<file path="src/rtl/master_reader.sv">
// master_reader
//   Initiator for the packet slave. Issues one read burst per accepted start,
//   captures the returned bytes after a fixed read latency, splits them into a
//   16-bit header (addr 0 = MSB, addr 1 = LSB) and a payload byte stream, and
//   checks that consecutive headers increment by one.
//
// Build option:
//   MASTER_READER_CHKSUM_EN  when defined, chksum is the mod-256 sum of the
//                            packet payload; otherwise chksum is tied to 0.
//
// Ports:
//   clk, rst          clock, asynchronous active-high reset
//   start, pkt_len    packet request (sampled in IDLE) and total address count
//   ram_rd_rq,
//   rd_addr, new_msg  read burst towards the slave
//   data_i            byte returned RD_LAT cycles after its address
//   hdr, hdr_valid    last captured header and its update strobe
//   pay_data,
//   pay_valid,
//   pay_last          payload byte stream, last flag on the final byte
//   busy, done        packet in progress / end-of-packet strobe
//   seq_err           header was not previous+1 (with done)
//   pkt_cnt, err_cnt  completed packets (wraps), sequence errors (saturates)
//   chksum            payload checksum
//
// state  | meaning
// -------+------------------------------------------------------------
// IDLE   | waiting for start, rd_addr parked at 0
// REQ    | one address per cycle, 0 .. L-1, ram_rd_rq high
// DRAIN  | burst issued, waiting for the last byte to be captured
// DONE   | single cycle: done strobe, sequence check, counters update
module master_reader #(
  parameter int ADDR_W = 16,
  parameter int DATA_W = 8,
  parameter int RD_LAT = 2
) (
  input  logic              clk,
  input  logic              rst,
  input  logic              start,
  input  logic [ADDR_W-1:0] pkt_len,
  output logic              ram_rd_rq,
  output logic [ADDR_W-1:0] rd_addr,
  output logic              new_msg,
  input  logic [DATA_W-1:0] data_i,
  output logic [15:0]       hdr,
  output logic              hdr_valid,
  output logic [DATA_W-1:0] pay_data,
  output logic              pay_valid,
  output logic              pay_last,
  output logic              busy,
  output logic              done,
  output logic              seq_err,
  output logic [15:0]       pkt_cnt,
  output logic [7:0]        err_cnt,
  output logic [DATA_W-1:0] chksum
);

  typedef enum logic [1:0] {S_IDLE, S_REQ, S_DRAIN, S_DONE} state_t;
  typedef enum logic [1:0] {C_HMSB, C_HLSB, C_PAY, C_LAST} cls_t;

  state_t            state, state_nxt;
  logic [ADDR_W-1:0] len_r;
  logic [ADDR_W-1:0] addr_r;
  logic [ADDR_W-1:0] last_addr;
  logic [ADDR_W-1:0] len_nxt;

  logic              tag_in_v;
  cls_t              tag_in_c;
  logic              tag_v [RD_LAT];
  cls_t              tag_c [RD_LAT];
  logic              cap_v;
  cls_t              cap_c;

  logic [7:0]        hdr_msb;
  logic [15:0]       prev_hdr;
  logic              base_valid;

  assign last_addr = len_r - ADDR_W'(1);
  // Lengths below 3 (including 0) still fetch the header plus one payload byte.
  assign len_nxt   = (pkt_len < ADDR_W'(3)) ? ADDR_W'(3) : pkt_len;
  assign rd_addr   = addr_r;
  assign cap_v     = tag_v[RD_LAT-1];
  assign cap_c     = tag_c[RD_LAT-1];
  assign seq_err   = done && base_valid && (hdr != prev_hdr + 16'd1);

  always_ff @(posedge clk or posedge rst) begin
    if (rst) state <= S_IDLE;
    else     state <= state_nxt;
  end

  always_comb begin
    state_nxt = state;
    ram_rd_rq = 1'b0;
    new_msg   = 1'b0;
    busy      = 1'b1;
    done      = 1'b0;
    tag_in_v  = 1'b0;
    tag_in_c  = C_PAY;
    case (state)
      S_IDLE: begin
        busy = 1'b0;
        if (start) state_nxt = S_REQ;
      end
      S_REQ: begin
        ram_rd_rq = 1'b1;
        new_msg   = (addr_r == '0);
        tag_in_v  = 1'b1;
        if (addr_r == '0)                 tag_in_c = C_HMSB;
        else if (addr_r == ADDR_W'(1))    tag_in_c = C_HLSB;
        else if (addr_r == last_addr)     tag_in_c = C_LAST;
        else                              tag_in_c = C_PAY;
        if (addr_r == last_addr) state_nxt = S_DRAIN;
      end
      S_DRAIN: begin
        // pay_last is registered, so it rises the cycle after the last capture;
        // moving on then places done exactly one cycle after pay_last.
        if (pay_last) state_nxt = S_DONE;
      end
      S_DONE: begin
        done      = 1'b1;
        state_nxt = S_IDLE;
      end
    endcase
  end

  always_ff @(posedge clk or posedge rst) begin
    if (rst) begin
      len_r  <= ADDR_W'(3);
      addr_r <= '0;
    end else begin
      if (state == S_IDLE && start) len_r <= len_nxt;
      if (state == S_REQ && addr_r != last_addr) addr_r <= addr_r + ADDR_W'(1);
      else if (state == S_DONE)                  addr_r <= '0;
    end
  end

  // Tag pipeline: stage RD_LAT-1 lines up with the byte on data_i.
  always_ff @(posedge clk or posedge rst) begin
    if (rst) begin
      for (int i = 0; i < RD_LAT; i++) begin
        tag_v[i] <= 1'b0;
        tag_c[i] <= C_PAY;
      end
    end else begin
      tag_v[0] <= tag_in_v;
      tag_c[0] <= tag_in_c;
      for (int i = 1; i < RD_LAT; i++) begin
        tag_v[i] <= tag_v[i-1];
        tag_c[i] <= tag_c[i-1];
      end
    end
  end

  always_ff @(posedge clk or posedge rst) begin
    if (rst) begin
      hdr_msb   <= '0;
      hdr       <= '0;
      hdr_valid <= 1'b0;
      pay_data  <= '0;
      pay_valid <= 1'b0;
      pay_last  <= 1'b0;
    end else begin
      hdr_valid <= 1'b0;
      pay_valid <= 1'b0;
      pay_last  <= 1'b0;
      if (cap_v) begin
        case (cap_c)
          C_HMSB: hdr_msb <= data_i[7:0];
          C_HLSB: begin
            hdr       <= {hdr_msb, data_i[7:0]};
            hdr_valid <= 1'b1;
          end
          C_PAY, C_LAST: begin
            pay_data  <= data_i;
            pay_valid <= 1'b1;
            pay_last  <= (cap_c == C_LAST);
          end
        endcase
      end
    end
  end

  // The first packet after reset only establishes the baseline header.
  always_ff @(posedge clk or posedge rst) begin
    if (rst) begin
      prev_hdr   <= '0;
      base_valid <= 1'b0;
      pkt_cnt    <= '0;
      err_cnt    <= '0;
    end else if (state == S_DONE) begin
      prev_hdr   <= hdr;
      base_valid <= 1'b1;
      pkt_cnt    <= pkt_cnt + 16'd1;
      if (seq_err && err_cnt != 8'hFF) err_cnt <= err_cnt + 8'd1;
    end
  end

`ifdef MASTER_READER_CHKSUM_EN
  logic [DATA_W-1:0] chk_r;

  always_ff @(posedge clk or posedge rst) begin
    if (rst) begin
      chk_r <= '0;
    end else if (state == S_IDLE && start) begin
      chk_r <= '0;
    end else if (cap_v && (cap_c == C_PAY || cap_c == C_LAST)) begin
      chk_r <= chk_r + data_i;
    end
  end

  assign chksum = chk_r;
`else
  assign chksum = '0;
`endif

endmodule

</file>
<file path="config.mk">
export PLATFORM = sky130hd
export DESIGN_NAME = master_reader
export DESIGN_NICKNAME = d
export VERILOG_FILES = /design/src/rtl/master_reader.sv
export SDC_FILE = /design/constraint.sdc
export NUM_CORES = 1
export LEC_CHECK = 0
export ABC_AREA = 1
export BUFFER_PORTS_ARGS = -buffer_cell sky130_fd_sc_hd__buf_4
export CAP_MARGIN = 25
export CORE_MARGIN = 2
export CORE_UTILIZATION = 50
export CTS_CLUSTER_DIAMETER = 50
export DETAILED_ROUTE_END_ITERATION = 10
export GPL_TIMING_DRIVEN = 0
export HOLD_SLACK_MARGIN = 0.03
export PLACE_DENSITY_LB_ADDON = 0.2
export REMOVE_ABC_BUFFERS = 1
export SLEW_MARGIN = 20
export SYNTH_ARGS = -nofsm -noshare
export SYNTH_HDL_FRONTEND = slang
export SYNTH_SLANG_ARGS = --single-unit
</file>
<file path="constraint.sdc">
create_clock -name clk -period 4.2 [get_ports clk]
set_input_delay 0.42 -clock clk [delete_from_list [all_inputs] [get_ports clk]]
set_output_delay 0.42 -clock clk [all_outputs]
set_load 0.005 [all_outputs]
</file>
==> summary.txt <==
Synth-to-Final Area Change - 21.9%
Fin cells - 1,105
Die W - 118 um
Root buffer cell - clkbuf_16
Pwr Density - 648 nW/um2
EDFF count, synth - 0
Fmax - 372 MHz
Top cells by area, synth - dfrtp_1 (43%), nand2_1 (14%), xor2_1 (5.5%), inv_1 (5.2%), o21ai_0 (4.6%)
Mapped Area - 6510 um2
1st-pass router iterations - 4
Antenna Nets Post-Route - 0
Post-DP Area - 7400 um2
Critical path arrival - 2.27 ns
Die area - 13,900 um2
Cts repair resizes - 0
Final Hold Viols - 0
Met3 WL - 547 um
WL per Instance - 13.2 um
Maximum VDD drop - 0.350 mV
Worst EP required - 3.78 ns
Clock transition at the registers of the reported paths - 0.05 ns
Max Root-Sink Buffers - 2
Htree depth - 4
Vias per inst - 4.98
I/O Pins - 107
Synthesized netlist cell count - 820
RD Place Congestion - 0.838
Vias in the first global route - 5,165
Post-synth top area share - 0.431
CP endpoint kind - output port
Total Wirelength - 14.5 mm
DP Cell Count - 1,073
Hold Buf Count CTS - 1
Row count - 41
Clk_skew - 0.00647 ns
Port Buffers - 98
Initial Utilization - 0.514
Rel. slew slack - 0.582
# clock sinks - 116
Seq/Total Area, Yosys - 0.447
Crit-path leading delay family - simple AND/OR/NAND/NOR gates
ANT cells - 0
Critical Path, Cell by Cell - ha_1 > nand2_1 > nor2_2 > nand3_1 > inv_1 > nand3_1 > nand2_1 > nand3_1 > nor2_1 > a31oi_1 > buf_4
Yosys top cell by area - dfrtp_1
Cell area after layout - 7940 um2
Worst min path class - in -> reg
Max incr delay on CP - 0.41 ns
Routed wl met2 - 7.18 mm
Setup TNS - 0 ns
Synth Area per Inst - 7.94 um2
Final setup viols - 0
Asr flop ratio synth - 1.00
Pint - 3.15 mW
Worst skew pair latency - 0.42 ns
Clock power frac - 0.252
Final min period - 2.69 ns
Critical path peak fanout - 4
Largest net degree at the start of global routing - 73
Fin. max-slew vios - 0
DIE HEIGHT - 118 um
Total number of vias - 5,500
Total power - 5.14 mW
WL met1 - 6.58 mm
Remaining global-route overflow - 0
Switching power - 1.99 mW
HPWL after DPL - 10.8 mm
Combinational share of power - 0.379
Layout cell share with drive strength beyond 1 - 0.182
DR DRC count - 0
First-pass GRT wire length - 24.6 mm
Crit share post-route - 0.640
Pleak - 4.09 nW
Yosys reg bits - 116
Antenna violations before repair - 0
CORE AREA - 12,700 um2
Post CTS Setup Buffer Count - 0
DRT iter0 DRCs - 280
Buf/Inv on CP - 2
Top FF cell, synth - dfrtp_1
Gr usage total - 0.220
Max Used Layer - met4
Synth cell types - 42
Slew @ Worst Pin - 0.625 ns
Final core occ - 0.626
CTS tree - built
Sw Ratio - 0.387
CTS Buf Count - 17
Status - finished clean
Syn. warnings - 0
Fin nets - 960
RSZ-0062 raised after global routing - false
Crit start category - flop
Reg power frac - 0.369
Most Frequent Cell on Critical Path - nand3_1
Slowest cell on the critical path - dfrtp_1
Setup CP Type - reg -> out
Max cap viols - 0
## flip-flops by register name, summed over array words and instances, names as in the netlist, 2 cells and up
signal	flops
len_r	16
cap_c	2
hdr_msb	8
tag_c	2
pkt_cnt	16
rd_addr	16
err_cnt	8
state	2
prev_hdr	16
hdr	16
pay_data	8
## cell usage after synthesis, types with 3 or more instances
| cell type | count |
|---|---|
| nand2_1 | 239 |
| dfrtp_1 | 112 |
| inv_1 | 90 |
| o21ai_0 | 60 |
| nor2_1 | 57 |
| nand3_1 | 53 |
| xor2_1 | 41 |
| nand4_1 | 32 |
| xnor2_1 | 17 |
| clkbuf_1 | 14 |
| ha_1 | 12 |
| buf_4 | 10 |
| nor3_1 | 10 |
| o21ai_2 | 10 |
| nor2_2 | 6 |
| or2_2 | 6 |
| nand3b_1 | 5 |
| nor2_4 | 5 |
| dfstp_2 | 4 |
| nand3_2 | 4 |
| nor4_1 | 4 |
| a31oi_1 | 3 |
| nand2_4 | 3 |
## cells by family after synthesis
group                      count (synthesis)  synth area share
other                                      1          0.000576
and+or+nand+nor                          428             0.297
xor gates and xnor gates                  59            0.0815
buffers and inverters                    119            0.0757
adders and majority gates                 12            0.0231
DFF                                      116             0.447
AOI/OAI and AO/OA                         85            0.0753
## worst register-to-register path, stage by stage, from the launching register on
cell,delay (ns)
dfstp_2,0.54
inv_1,0.11
ha_1,0.34
inv_1,0.09
nand2_1,0.06
nand3_1,0.11
nand2_1,0.06
nor2_1,0.08
nand2_1,0.05
nor2_1,0.15
nand3_1,0.11
nor2_2,0.15
nand2_2,0.09
nand2_4,0.12
nand2_4,0.15
o21ai_0,0.21
## layout make-up
class	count	area, um2
Multi-Input combinational cell	592	3140
Clock buffer	31	528
Sequential cell	116	2910
Timing Repair Buffer	102	796
Inverter	92	350
Tap cell	172	215
Fill cell	1136	4730
## per-stage QoR
step	hold WS (ns)	setup slack, ns
2_1_floorplan	0.331	0.714
3_5_place_dp	0.338	1.69
5_1_grt	0.216	1.28
6_report	0.210	1.51
3_3_place_gp	0.332	-0.702
4_1_cts	0.194	1.48
## cells in the final DEF, fill, tap and decap left out, types with 2 or more instances in the layout
cell / instances
nand2_1: 239
dfrtp_1: 112
buf_4: 99
inv_1: 89
o21ai_0: 60
nor2_1: 57
nand3_1: 53
xor2_1: 41
nand4_1: 32
xnor2_1: 17
clkbuf_16: 17
ha_1: 12
o21ai_2: 10
nor3_1: 9
clkbuf_1: 9
conb_1: 8
nor2_2: 6
or2_2: 6
nor2_4: 5
nand3b_1: 5
clkbuf_8: 5
nand3_2: 4
nor4_1: 4
dfstp_2: 4
nand2_4: 3
a31oi_1: 3
nor3_2: 2
o21ai_1: 2
nand2_2: 2
a22oi_1: 2
a21oi_1: 2
## power by group through the flow
stage               logic [mW]  registers, mW  clock network, mW
CTS                       1.98           1.90               1.33
global route              2.24           1.96               1.38
detailed placement        1.97           1.91                  0
finish                    1.95           1.90               1.30
global placement          1.91           1.90                  0
floorplan                 1.37           1.83                  0
## final timing paths
check / cells after the start / startpoint / slack [ns] / end
setup / recovery: 11 / prev_hdr[0] / 1.51 / seq_err
hold / removal: 3 / pkt_len[4] / 0.21 / len_r[4]
setup reg to reg: 15 / len_r[0] / 1.70 / rd_addr[11]
hold reg to reg: 0 / tag_v[1] / 0.35 / cap_v
max in group asynchronous: 4 / rst / 2.90 / len_r[0]
min in group asynchronous: 3 / rst / 0.58 / pay_data[0]
## routing by layer
layer,up-vias,track usage
li1,2834,-
met1,2544,0.282
met5,-,0
met4,0,0.0738
met2,104,0.362
met3,18,0.0547
(Power assumes the default switching activity.)
